===== src/rtl/store_result_monitor.sv =====
// ----------------------------------------------------------------------------
// store_result_monitor
//
// Watches the core's data-memory write port and delivers a pass/fail verdict
// for a self-checking program. Stores must hit an ordered table of expected
// (address, data) pairs. Stores into a scratch window are tolerated, and any
// other store is a failure. An ecall/ebreak before the table completes, or a
// watchdog expiry, is also a failure.
//
// Ports
//   clk, rst              clock; synchronous active-high reset
//   en                    arm (IDLE->RUN); dropping it in RUN aborts to IDLE
//   mem_write             store strobe
//   data_addr, write_data store address / data
//   ecall, ebreak         core trap indications
//   exp_addr, exp_data    packed expected table, entry i at [i*W +: W]
//   pass, fail, done      sticky verdict (done = pass | fail)
//   fail_code             0 none, 1 bad store, 2 ecall, 3 ebreak, 4 timeout
//   match_idx             number of table entries matched so far
//   write_count           stores seen in RUN (saturating)
//   cycle_count           cycles spent in RUN (saturating)
//   last_addr, last_data  most recent store seen in RUN
// ----------------------------------------------------------------------------
module store_result_monitor #(
   parameter int unsigned ADDR_W         = 32,
   parameter int unsigned DATA_W         = 32,
   parameter int unsigned NUM_CHECKS     = 1,
   parameter logic [ADDR_W-1:0] IGN_LO   = 96,
   parameter logic [ADDR_W-1:0] IGN_HI   = 96,
   parameter int unsigned TIMEOUT_CYCLES = 10000,
   parameter int unsigned CNT_W          = 32,
   localparam int unsigned IDX_W         = $clog2(NUM_CHECKS + 1)
) (
   input  logic                           clk,
   input  logic                           rst,
   input  logic                           en,
   input  logic                           mem_write,
   input  logic [ADDR_W-1:0]              data_addr,
   input  logic [DATA_W-1:0]              write_data,
   input  logic                           ecall,
   input  logic                           ebreak,
   input  logic [NUM_CHECKS*ADDR_W-1:0]   exp_addr,
   input  logic [NUM_CHECKS*DATA_W-1:0]   exp_data,
   output logic                           pass,
   output logic                           fail,
   output logic                           done,
   output logic [2:0]                     fail_code,
   output logic [IDX_W-1:0]               match_idx,
   output logic [CNT_W-1:0]               write_count,
   output logic [CNT_W-1:0]               cycle_count,
   output logic [ADDR_W-1:0]              last_addr,
   output logic [DATA_W-1:0]              last_data
);

   typedef enum logic [1:0] {
      IDLE   = 2'd0,
      RUN    = 2'd1,
      PASS_S = 2'd2,
      FAIL_S = 2'd3
   } state_t;

   localparam logic [2:0] CODE_STORE   = 3'd1;
   localparam logic [2:0] CODE_ECALL   = 3'd2;
   localparam logic [2:0] CODE_EBREAK  = 3'd3;
   localparam logic [2:0] CODE_TIMEOUT = 3'd4;

   // Last RUN cycle index before the watchdog fires; unused when disabled.
   localparam logic [CNT_W-1:0] TO_LIM =
      CNT_W'((TIMEOUT_CYCLES == 0) ? 0 : TIMEOUT_CYCLES - 1);

   state_t state;

   // Counters stick at all-ones instead of wrapping.
   function automatic logic [CNT_W-1:0] sat_inc(input logic [CNT_W-1:0] v);
      return (&v) ? v : v + CNT_W'(1);
   endfunction

   logic [ADDR_W-1:0] cur_addr;
   logic [DATA_W-1:0] cur_data;
   logic              hit;
   logic              last_hit;
   logic              in_win;
   logic              bad_store;
   logic              to_hit;

   // Select the table entry currently awaited. match_idx never reaches
   // NUM_CHECKS while in RUN, so the zero default is never consumed there.
   always_comb begin
      cur_addr = '0;
      cur_data = '0;
      for (int i = 0; i < NUM_CHECKS; i++) begin
         if (match_idx == IDX_W'(i)) begin
            cur_addr = exp_addr[i*ADDR_W +: ADDR_W];
            cur_data = exp_data[i*DATA_W +: DATA_W];
         end
      end
   end

   // A table hit wins over the scratch window, so an expected store that
   // happens to fall inside the window still advances the match pointer.
   assign hit       = mem_write && (data_addr == cur_addr) && (write_data == cur_data);
   assign last_hit  = hit && (match_idx == IDX_W'(NUM_CHECKS - 1));
   assign in_win    = (data_addr >= IGN_LO) && (data_addr <= IGN_HI);
   assign bad_store = mem_write && !hit && !in_win;
   assign to_hit    = (TIMEOUT_CYCLES != 0) && (cycle_count == TO_LIM);

   always_ff @(posedge clk) begin
      if (rst) begin
         state       <= IDLE;
         pass        <= 1'b0;
         fail        <= 1'b0;
         done        <= 1'b0;
         fail_code   <= 3'd0;
         match_idx   <= '0;
         write_count <= '0;
         cycle_count <= '0;
         last_addr   <= '0;
         last_data   <= '0;
      end else begin
         case (state)
            IDLE: begin
               if (en) begin
                  state       <= RUN;
                  match_idx   <= '0;
                  write_count <= '0;
                  cycle_count <= '0;
                  last_addr   <= '0;
                  last_data   <= '0;
               end
            end

            RUN: begin
               if (!en) begin
                  // Abort: counters and last_* keep their values for inspection.
                  state <= IDLE;
               end else begin
                  if (mem_write) begin
                     write_count <= sat_inc(write_count);
                     last_addr   <= data_addr;
                     last_data   <= write_data;
                  end
                  if (hit) begin
                     match_idx <= match_idx + IDX_W'(1);
                  end

                  // Completion beats every failure source in the same cycle;
                  // a bad store beats a trap or timeout.
                  if (last_hit) begin
                     state <= PASS_S;
                     pass  <= 1'b1;
                     done  <= 1'b1;
                  end else if (bad_store) begin
                     state     <= FAIL_S;
                     fail      <= 1'b1;
                     done      <= 1'b1;
                     fail_code <= CODE_STORE;
                  end else if (ecall) begin
                     state     <= FAIL_S;
                     fail      <= 1'b1;
                     done      <= 1'b1;
                     fail_code <= CODE_ECALL;
                  end else if (ebreak) begin
                     state     <= FAIL_S;
                     fail      <= 1'b1;
                     done      <= 1'b1;
                     fail_code <= CODE_EBREAK;
                  end else if (to_hit) begin
                     state     <= FAIL_S;
                     fail      <= 1'b1;
                     done      <= 1'b1;
                     fail_code <= CODE_TIMEOUT;
                  end else begin
                     cycle_count <= sat_inc(cycle_count);
                  end
               end
            end

            // PASS_S / FAIL_S are terminal: everything frozen until rst.
            default: begin
            end
         endcase
      end
   end

endmodule


===== config.mk =====
export PLATFORM = sky130hd
export DESIGN_NAME = store_result_monitor
export DESIGN_NICKNAME = d
export VERILOG_FILES = /design/src/rtl/store_result_monitor.sv
export SDC_FILE = /design/constraint.sdc
export NUM_CORES = 1
export LEC_CHECK = 0
export CAP_MARGIN = 10
export CORE_ASPECT_RATIO = 0.7
export CORE_MARGIN = 2
export CORE_UTILIZATION = 55
export CTS_BUF_LIST = sky130_fd_sc_hd__clkbuf_8
export CTS_CLUSTER_DIAMETER = 120
export CTS_CLUSTER_SIZE = 8
export DETAILED_ROUTE_END_ITERATION = 8
export DONT_BUFFER_PORTS = 1
export PLACE_DENSITY = 0.81
export SYNTH_ARGS = -nofsm -noshare
export SYNTH_HDL_FRONTEND = slang
export SYNTH_SLANG_ARGS = --single-unit

===== constraint.sdc =====
create_clock -name clk -period 5.6 [get_ports clk]
set_clock_uncertainty 0.1 [all_clocks]
set_input_delay 1.12 -clock clk [delete_from_list [all_inputs] [get_ports clk]]
set_output_delay 1.12 -clock clk [all_outputs]
set_load 0.03 [all_outputs]

Word level (Yosys, flattened, before mapping) --
Index checks and enable logic that the tools add are counted.
Cells by class: add/subtract/negate cells 3, order comparisons 2, eq/ne operators 16, muxes and demuxes 42, bitwise gates (word level) 2, reductions and logical operators 22
Operators by type and width (count):
- $mux 32 | 17
- $pmux 32 s2 | 4
- $add 32x1->32 const B | 2
- $eq 32x32->1 | 2
- $reduce_and 32->1 | 2
- $eq 32x14->1 const B | 1
- $ge 32x7->1 const B | 1
- $le 32x7->1 const B | 1
- $ne 2x2->1 const B | 11
- $mux 2 | 7
- $mux 3 | 4
- $reduce_and 4->1 | 3
- $reduce_and 3->1 | 3
- $reduce_and 9->1 | 1
- $mux 1 | 8
- $ne 7x7->1 const B | 1
- $logic_and 1x1->1 | 6
- $reduce_and 5->1 | 1
- $reduce_bool 5->1 | 1
- $pmux 2 s2 | 1
- $reduce_bool 4->1 | 1
- $eq 2x1->1 const B | 1
- $logic_not 1->1 | 2
- $logic_not 2->1 | 1
- other kinds (4) | 5
Word-level totals: flip-flop bits (word level) 137, input bits 134, output and inout bits 135, word-level logic and storage cells 97

Logic depth before layout (Yosys ltp) --
Gate-level depths: netlist of the first run.
depth after elaboration 11, mapped depth 14, gate-level depth less buffers 10

Worst setup path before layout of the first run --
Ideal clock, no wire load.
kind in2reg, start point input port exp_data[19], end point register cycle_count[16], library setup time 122 ps, data arrival time 3979 ps, data required time 5378 ps, setup slack 1399 ps, stages on the path 11, path through nor2b_1 > or4_4 > o21ai_2 > nand2_1 > or4_1 > or4_1 > buf_2 > mux2i_4 > o21a_4 > buf_6 > a221o_1
On the way: longest elaborated chain between the ends 8, elaborated cells between the ends (all ways) 10, those cells by class eq/ne: 3; mux: 1; reduce/logical: 6
Ends and longest elaborated chain:
- start, declared | line 43 | input logic [NUM_CHECKS*DATA_W-1:0] exp_data,
- $mux 32 * | line 92 | if (match_idx == IDX_W'(i)) begin
- $eq 32x32->1 * | line 101 | assign hit = mem_write && (data_addr == cur_addr) && (write_data == cur_data);
- $logic_and 1x1->1 * | line 101
- $logic_not 1->1 | line 104 | assign bad_store = mem_write && !hit && !in_win;
- $logic_and 1x1->1 (2 in series) | line 104
- $ne 2x2->1 (no source line)
- $reduce_and 9->1 (no source line) *
- end signal, assigned | line 173 | cycle_count <= sat_inc(cycle_count);
- end, declared | line 50 | output logic [CNT_W-1:0] cycle_count,
Mark *: on every way between the ends. The rest lies on a longest branch, timed or not. A chain may end at the register's enable or synchronous reset.

Worst setup path in the final report of the first run --
start point register match_idx, end point register cycle_count[30]
On the way: longest elaborated chain between the ends 9, elaborated cells between the ends (all ways) 14, those cells by class eq/ne: 4; mux: 2; bitwise: 1; reduce/logical: 7
Ends and longest elaborated chain:
- start, declared | line 48 | output logic [IDX_W-1:0] match_idx,
- start signal, assigned | line 143 | match_idx <= match_idx + IDX_W'(1);
- $mux 32 | line 92
- $eq 32x32->1 | line 101
- $logic_and 1x1->1 (2 in series) | line 101
- $logic_not 1->1 | line 104
- $logic_and 1x1->1 (2 in series) | line 104
- $ne 2x2->1 (no source line)
- $reduce_and 9->1 (no source line) *
Marks and branches as above.

==> impl_metrics.env, run 1 <==
export IMPL_drt_wirelength_per_cell_um=22.0
export IMPL_crit_path_max_incr_delay_ns=0.71
export IMPL_die_w_um=146
export IMPL_synth_area_mm2=0.00772
export IMPL_setup_viol=0
export IMPL_hold_path_class="reg -> reg"
export IMPL_gp_congestion=1.00
export IMPL_synth_seq_cells=137
export IMPL_synth_warnings=0
export IMPL_postRouteAntennaNets=0
export IMPL_cp_data_arrival_time_ns=4.51
export IMPL_ys_types=67
export IMPL_first_pass_iters=8
export IMPL_initialDrtViolationCount=903
export IMPL_final_nets=1127
export IMPL_worst_slew_pin_slew_ns=1.04
export IMPL_critical_path_cell_chain="buf_4, nand2b_1, a21o_1, nor4_1, o211ai_1, or4_1, or4_1, mux2i_4, o21a_4, a221o_1"
export IMPL_seqPwrFrac_pct=49.7
export IMPL_cts_sinks=137
export IMPL_syn_to_final_growth_pct=6.13
export IMPL_die_y_um=103
export IMPL_vdd_ir_drop_max_mv=0.151
export IMPL_syn_nets=1154
export IMPL_grtUsageMet3_pct=16.1
export IMPL_post_route_period_util_pct=76.6
export IMPL_p_sw_mw=0.612
export IMPL_crit_required_ns=5.82
export IMPL_grt_max_degree=81
export IMPL_final_util_pct=59.2
export IMPL_yosysTopAreaCell="dfxtp_1"
export IMPL_crit_family="simple AND/OR/NAND/NOR gates"
export IMPL_via_per_inst=6.63
export IMPL_synth_top_flop_cell="dfxtp_1"
export IMPL_global_route_overflow_total=0
export IMPL_swShare_pct=29.5
export IMPL_dieArea_mm2=0.0150
export IMPL_drc=0
export IMPL_synth_async_reset_ratio_pct=0
export IMPL_hpwl_um=19000
export IMPL_start_kind="flop"
export IMPL_relSlewSlack_pct=30.7
export IMPL_num_vias=7925
export IMPL_path_class="reg -> reg"
export IMPL_p_comb_share_pct=9.1
export IMPL_postCtsHoldBufs=0
export IMPL_grt_use_met2_pct=44.1
export IMPL_start_util_pct=55.8
export IMPL_max_freq_mhz=233
export IMPL_ys_top_cells_by_area="dfxtp_1 (36%), nand3_1 (7.3%), nand2_1 (5.3%)"
export IMPL_slew_viol_final=0
export IMPL_grt_pass1_wl_um=38600
export IMPL_cts_tree="done"
export IMPL_clkLatencyLatePin_ns=0.45
export IMPL_top_usage_layer="met1"
export IMPL_fin_setup_tns_ns=0
export IMPL_post_route_cells_drive_above_1_share_pct=5.98
export IMPL_synth_cells=1018
export IMPL_clockRootBuffer="clkbuf_8"
export IMPL_yosys_top_cells_count="dfxtp_1 (137), nand3_1 (112), nand2_1 (110), nor2_1 (102), a21oi_1 (75)"
export IMPL_crit_top_cell="or4_1"
export IMPL_grt_pass1_vias=6829
export IMPL_outcome="finished clean"
export IMPL_critPathMaxFanout=25
export IMPL_post_cts_resized=0
export IMPL_p_leak_nw=2.85
export IMPL_internal_power_mw=1.46
export IMPL_layout_min_cycle_time_ns=4.29
export IMPL_ys_seq_area_share_pct=35.5
export IMPL_pwr_share_clk_pct=41.2
export IMPL_end_kind="flop"
export IMPL_grtUsageMet1_pct=45.4
export IMPL_drv_cap=0
export IMPL_cts_made_buffers=17
export IMPL_rows=36
export IMPL_hold_viol_final=0
export IMPL_rsz0062_at_grt="no"
export IMPL_synth_most_common_cell="dfxtp_1"
export IMPL_wirelength_um=26300
export IMPL_synth_edff_count=0
export IMPL_htree_levels=4
export IMPL_coreArea_mm2=0.0138
export IMPL_avgSynthCellArea_um2=7.58
export IMPL_path_buf_inv=1
export IMPL_path_clk_slew_ns=0.08
export IMPL_io_pins=269
export IMPL_cts_setup_buffers=0
export IMPL_io_buffers=0
export IMPL_track_usage_pct=32.9
export IMPL_antenna_found_initial=1
export IMPL_critPathSlowestCell="or4_1"
export IMPL_clk_path_buf_depth=2
export IMPL_powerDensity_mw_per_mm2=253
export IMPL_rrSetupSlack_ns=1.31
export IMPL_synth_top_area_share_pct=35.5
metrics by stage:
step | cells | cell area (um^2) | power [mW] | setup WS [ns] | hold slack, ns
after detailed placement | 1162 | 7790 | 1.24 | 1.07 | 0.431
final | 1195 | 8190 | 2.07 | 1.31 | 0.441
after global placement | 1162 | 7790 | 1.24 | 1.12 | 0.411
after global routing | 1194 | 8190 | 2.15 | 1.15 | 0.472
after floorplan | 1018 | 7720 | 1.20 | 1.40 | 0.365
after CTS | 1194 | 8190 | 2.07 | 1.36 | 0.444
registers in the layout (all words and copies together), names as in the netlist:
name / count
cycle_count: 32
done: 1
fail: 1
fail_code: 3
last_addr: 32
last_data: 32
match_idx: 1
pass: 1
state: 2
write_count: 32
final cells by class:
| class | instances | area (um^2) |
|---|---|---|
| inverters | 36 | 135 |
| clock inverters | 15 | 166 |
| diodes | 1 | 2.50 |
| flip-flops and latches | 137 | 2740 |
| fillers | 1287 | 5640 |
| well taps | 190 | 238 |
| multi-input cells | 793 | 4630 |
| clock buffers | 17 | 234 |
| repair buffers | 6 | 45.0 |
layout by cell type (no fill, tap or decap), types with 5 or more instances in the layout:
cell,instances
a32oi_1,11
inv_1,36
nand3_1,112
or2_2,7
o21ai_0,24
and3_1,29
o211ai_1,7
nor4b_1,15
dfxtp_1,136
xor2_1,22
nor4_1,18
a221o_1,10
xnor2_1,20
nand4_1,32
buf_4,6
nand3b_1,5
a211o_1,11
a21oi_1,74
nor4bb_1,9
a31oi_1,8
nor2b_1,20
nor3b_1,9
or3_1,7
nand2_1,110
nor3_1,20
inv_6,5
nor2_1,101
nand4b_1,6
o22ai_1,6
nand2b_1,38
clkbuf_8,17
tightest hold or removal path: stages (launching register included):
cell and delay (ns):
dfxtp_1 0.36, nand2_1 0.09, o2bb2ai_1 0.05
layer usage:
layer	part of all wire (%)	vias to the layer above
met3	14	100
met5	0	-
met4	3.0	0
li1	-	3621
met2	41	530
met1	42	3674
power by group through the flow:
stage	registers, mW	clock network, mW	logic (mW)
global placement	1.05	0	0.183
finish	1.03	0.854	0.190
global route	1.03	0.906	0.207
floorplan	1.05	0	0.156
detailed placement	1.05	0	0.185
CTS	1.03	0.857	0.185
kinds of logic (layout without fill, tap and decap cells):
family / count (synthesis) / after routing / synth area share (%)
compound gates: 190 / 190 / 16.1
simple gates: 556 / 556 / 37.9
xor+xnor: 42 / 42 / 4.77
mux: 3 / 3 / 0.567
buf+inv: 88 / 74 / 4.81
flops: 137 / 137 / 35.5
fa+ha+maj: 2 / 2 / 0.324
other cells: 0 / 1 / 0
path summary, 6_finish.rpt:
kind | start | end | depth (start not counted)
setup / recovery | match_idx | cycle_count[30] | 10
hold / removal | state[1] | state[0] | 2
setup reg to reg | match_idx | cycle_count[30] | 10
hold reg to reg | state[1] | state[0] | 2
(Power assumes the default switching activity.)
==> run 2, diff against run 1 <==
--- a/config.mk
+++ b/config.mk
@@ -14,7 +14,7 @@
 export CTS_CLUSTER_SIZE = 8
 export DETAILED_ROUTE_END_ITERATION = 8
 export DONT_BUFFER_PORTS = 1
-export PLACE_DENSITY = 0.81
+export PLACE_DENSITY = 0.84
 export SYNTH_ARGS = -nofsm -noshare
 export SYNTH_HDL_FRONTEND = slang
 export SYNTH_SLANG_ARGS = --single-unit
==> constraint.sdc (replaced) <==
create_clock -name clk -period 3.45 [get_ports clk]
set_clock_uncertainty 0.1 [all_clocks]
set_input_delay 0.69 -clock clk [delete_from_list [all_inputs] [get_ports clk]]
set_output_delay 0.69 -clock clk [all_outputs]
set_load 0.03 [all_outputs]
==> impl_metrics.env, run 2 (synthesis results as in run 1) <==
export IMPL_setup_viol=0
export IMPL_cts_sinks=137
export IMPL_postRouteAntennaNets=0
export IMPL_powerDensity_mw_per_mm2=374
export IMPL_post_route_period_util_pct=99.6
export IMPL_path_class="reg -> reg"
export IMPL_rr_endpoint="cycle_count[2]"
export IMPL_placed_cells=1235
export IMPL_critPathMaxFanout=6
export IMPL_cts_tree="done"
export IMPL_end_kind="flop"
export IMPL_finish_instance_area_mm2=0.00903
export IMPL_rrSetupSlack_ns=0.01
export IMPL_stdcell_count=1271
export IMPL_drv_cap=0
export IMPL_min_to="fail_code[0]"
export IMPL_hold_depth=1
export IMPL_max_freq_mhz=291
export IMPL_num_vias=8231
export IMPL_first_pass_iters=6
export IMPL_holdWs_ns=0.222
export IMPL_start_util_pct=55.8
export IMPL_rows=36
export IMPL_drt_wirelength_per_cell_um=21.3
export IMPL_coreArea_mm2=0.0138
export IMPL_grt_max_degree=81
export IMPL_outcome="finished clean"
export IMPL_vdd_ir_drop_max_mv=0.323
export IMPL_final_nets=1206
export IMPL_hpwl_um=19800
export IMPL_gp_congestion=1.08
export IMPL_global_route_overflow_total=0
export IMPL_via_per_inst=6.48
export IMPL_diodes=0
export IMPL_die_w_um=146
export IMPL_worstHoldStart="rst"
export IMPL_p_leak_nw=3.31
export IMPL_cts_made_buffers=17
export IMPL_worst_slew_pin_slew_ns=0.741
export IMPL_layout_commonest_cell="dfxtp_1"
export IMPL_relSlewSlack_pct=50.4
export IMPL_io_pins=269
export IMPL_io_buffers=0
export IMPL_wirelength_um=27100
export IMPL_place_area_mm2=0.00835
export IMPL_hold_path_class="in -> reg"
export IMPL_start_kind="flop"
export IMPL_path_clk_slew_ns=0.07
export IMPL_clockRootBuffer="clkbuf_8"
export IMPL_rsz0062_at_grt="yes"
export IMPL_cp_data_arrival_time_ns=3.66
export IMPL_syn_to_final_growth_pct=17.0
export IMPL_dieArea_mm2=0.0150
export IMPL_grt_pass1_wl_um=39500
export IMPL_ff2ff_path_depth=12
export IMPL_crit_reg2reg_launch="match_idx"
export IMPL_track_usage_pct=33.4
export IMPL_clk_path_buf_depth=2
export IMPL_grt_pass1_vias=7288
export IMPL_die_y_um=103
export IMPL_layout_min_cycle_time_ns=3.44
export IMPL_slew_viol_final=0
export IMPL_initialDrtViolationCount=788
export IMPL_crit_required_ns=3.68
export IMPL_hold_viol_final=0
export IMPL_post_route_cells_drive_above_1_share_pct=14.8
export IMPL_clkLatencyLatePin_ns=0.44
export IMPL_antenna_found_initial=0
export IMPL_drc=0
export IMPL_final_cell_mix="dfxtp_1 (136), nand3_1 (112), nand2_1 (109)"
export IMPL_htree_levels=4
==> run 2: how the worst max path moves through the flow <==
stage | start | endpoint | slack, ns | cells past startpoint
final | match_idx | cycle_count[2] | 0.01 | 12
after global routing | match_idx | cycle_count[2] | -0.09 | 12
after floorplan | exp_addr[1] | cycle_count[24] | -0.09 | 11
after CTS | match_idx | cycle_count[2] | 0.009 | 10
after detailed placement | exp_addr[11] | cycle_count[2] | -0.34 | 9
after global placement | exp_addr[9] | cycle_count[4] | -0.36 | 10
==> run 2: area by class of cell <==
class,count,area [um^2]
flip-flops and latches,137,2750
clock inverters,9,100
well taps,190,238
multi-input cells,795,4840
fillers,1194,4800
inverters,36,135
clock buffers,21,289
repair buffers,83,683
==> run 2: layer usage <==
metal	GRT usage, %	up-vias	wire (um)
li1	-	3783	-
met1	43.4	3848	10900
met2	48.9	517	11500
met3	16.9	83	3910
met4	9.88	0	740
met5	0	-	0
==> run 2: metrics by stage <==
step / setup slack (ns) / util, % / setup TNS [ns] / power, mW
global placement: -0.359 / 60.4 / -8.83 / 2.04
finish: 0.0148 / 65.3 / 0 / 3.38
floorplan: -0.0891 / - / -1.16 / 1.95
global route: -0.0903 / 65.3 / -1.39 / 3.48
CTS: 0.00929 / 63.6 / 0 / 3.37
detailed placement: -0.339 / 60.4 / -7.70 / 2.05
==> run 2: where the power goes <==
part / total, mW / switching [mW] / internal, mW
clock: 1.34 / 0.633 / 0.704
sequential: 1.67 / 0.0667 / 1.60
combinational: 0.372 / 0.218 / 0.153
==> run 2: critical path: stages (launching register included) <==
cell and delay, ns:
dfxtp_4 0.41, buf_6 0.13, buf_8 0.11, nor4b_4 0.18, nand2_1 0.11, o31ai_2 0.10, buf_4 0.16, nand2_2 0.05
or4_1 0.51, or4_4 0.59, mux2i_4 0.25, o21a_4 0.30, a221o_1 0.32
==> run 2: what timing repair did <==
item                                    in CTS  in global routing
hold buffers                                 0                  0
pin swaps                                    1                 17
endpoints found under the setup margin      28                 36
setup buffers                                0                  4
gates cloned                                 2                  1
resized for setup                            7                 37
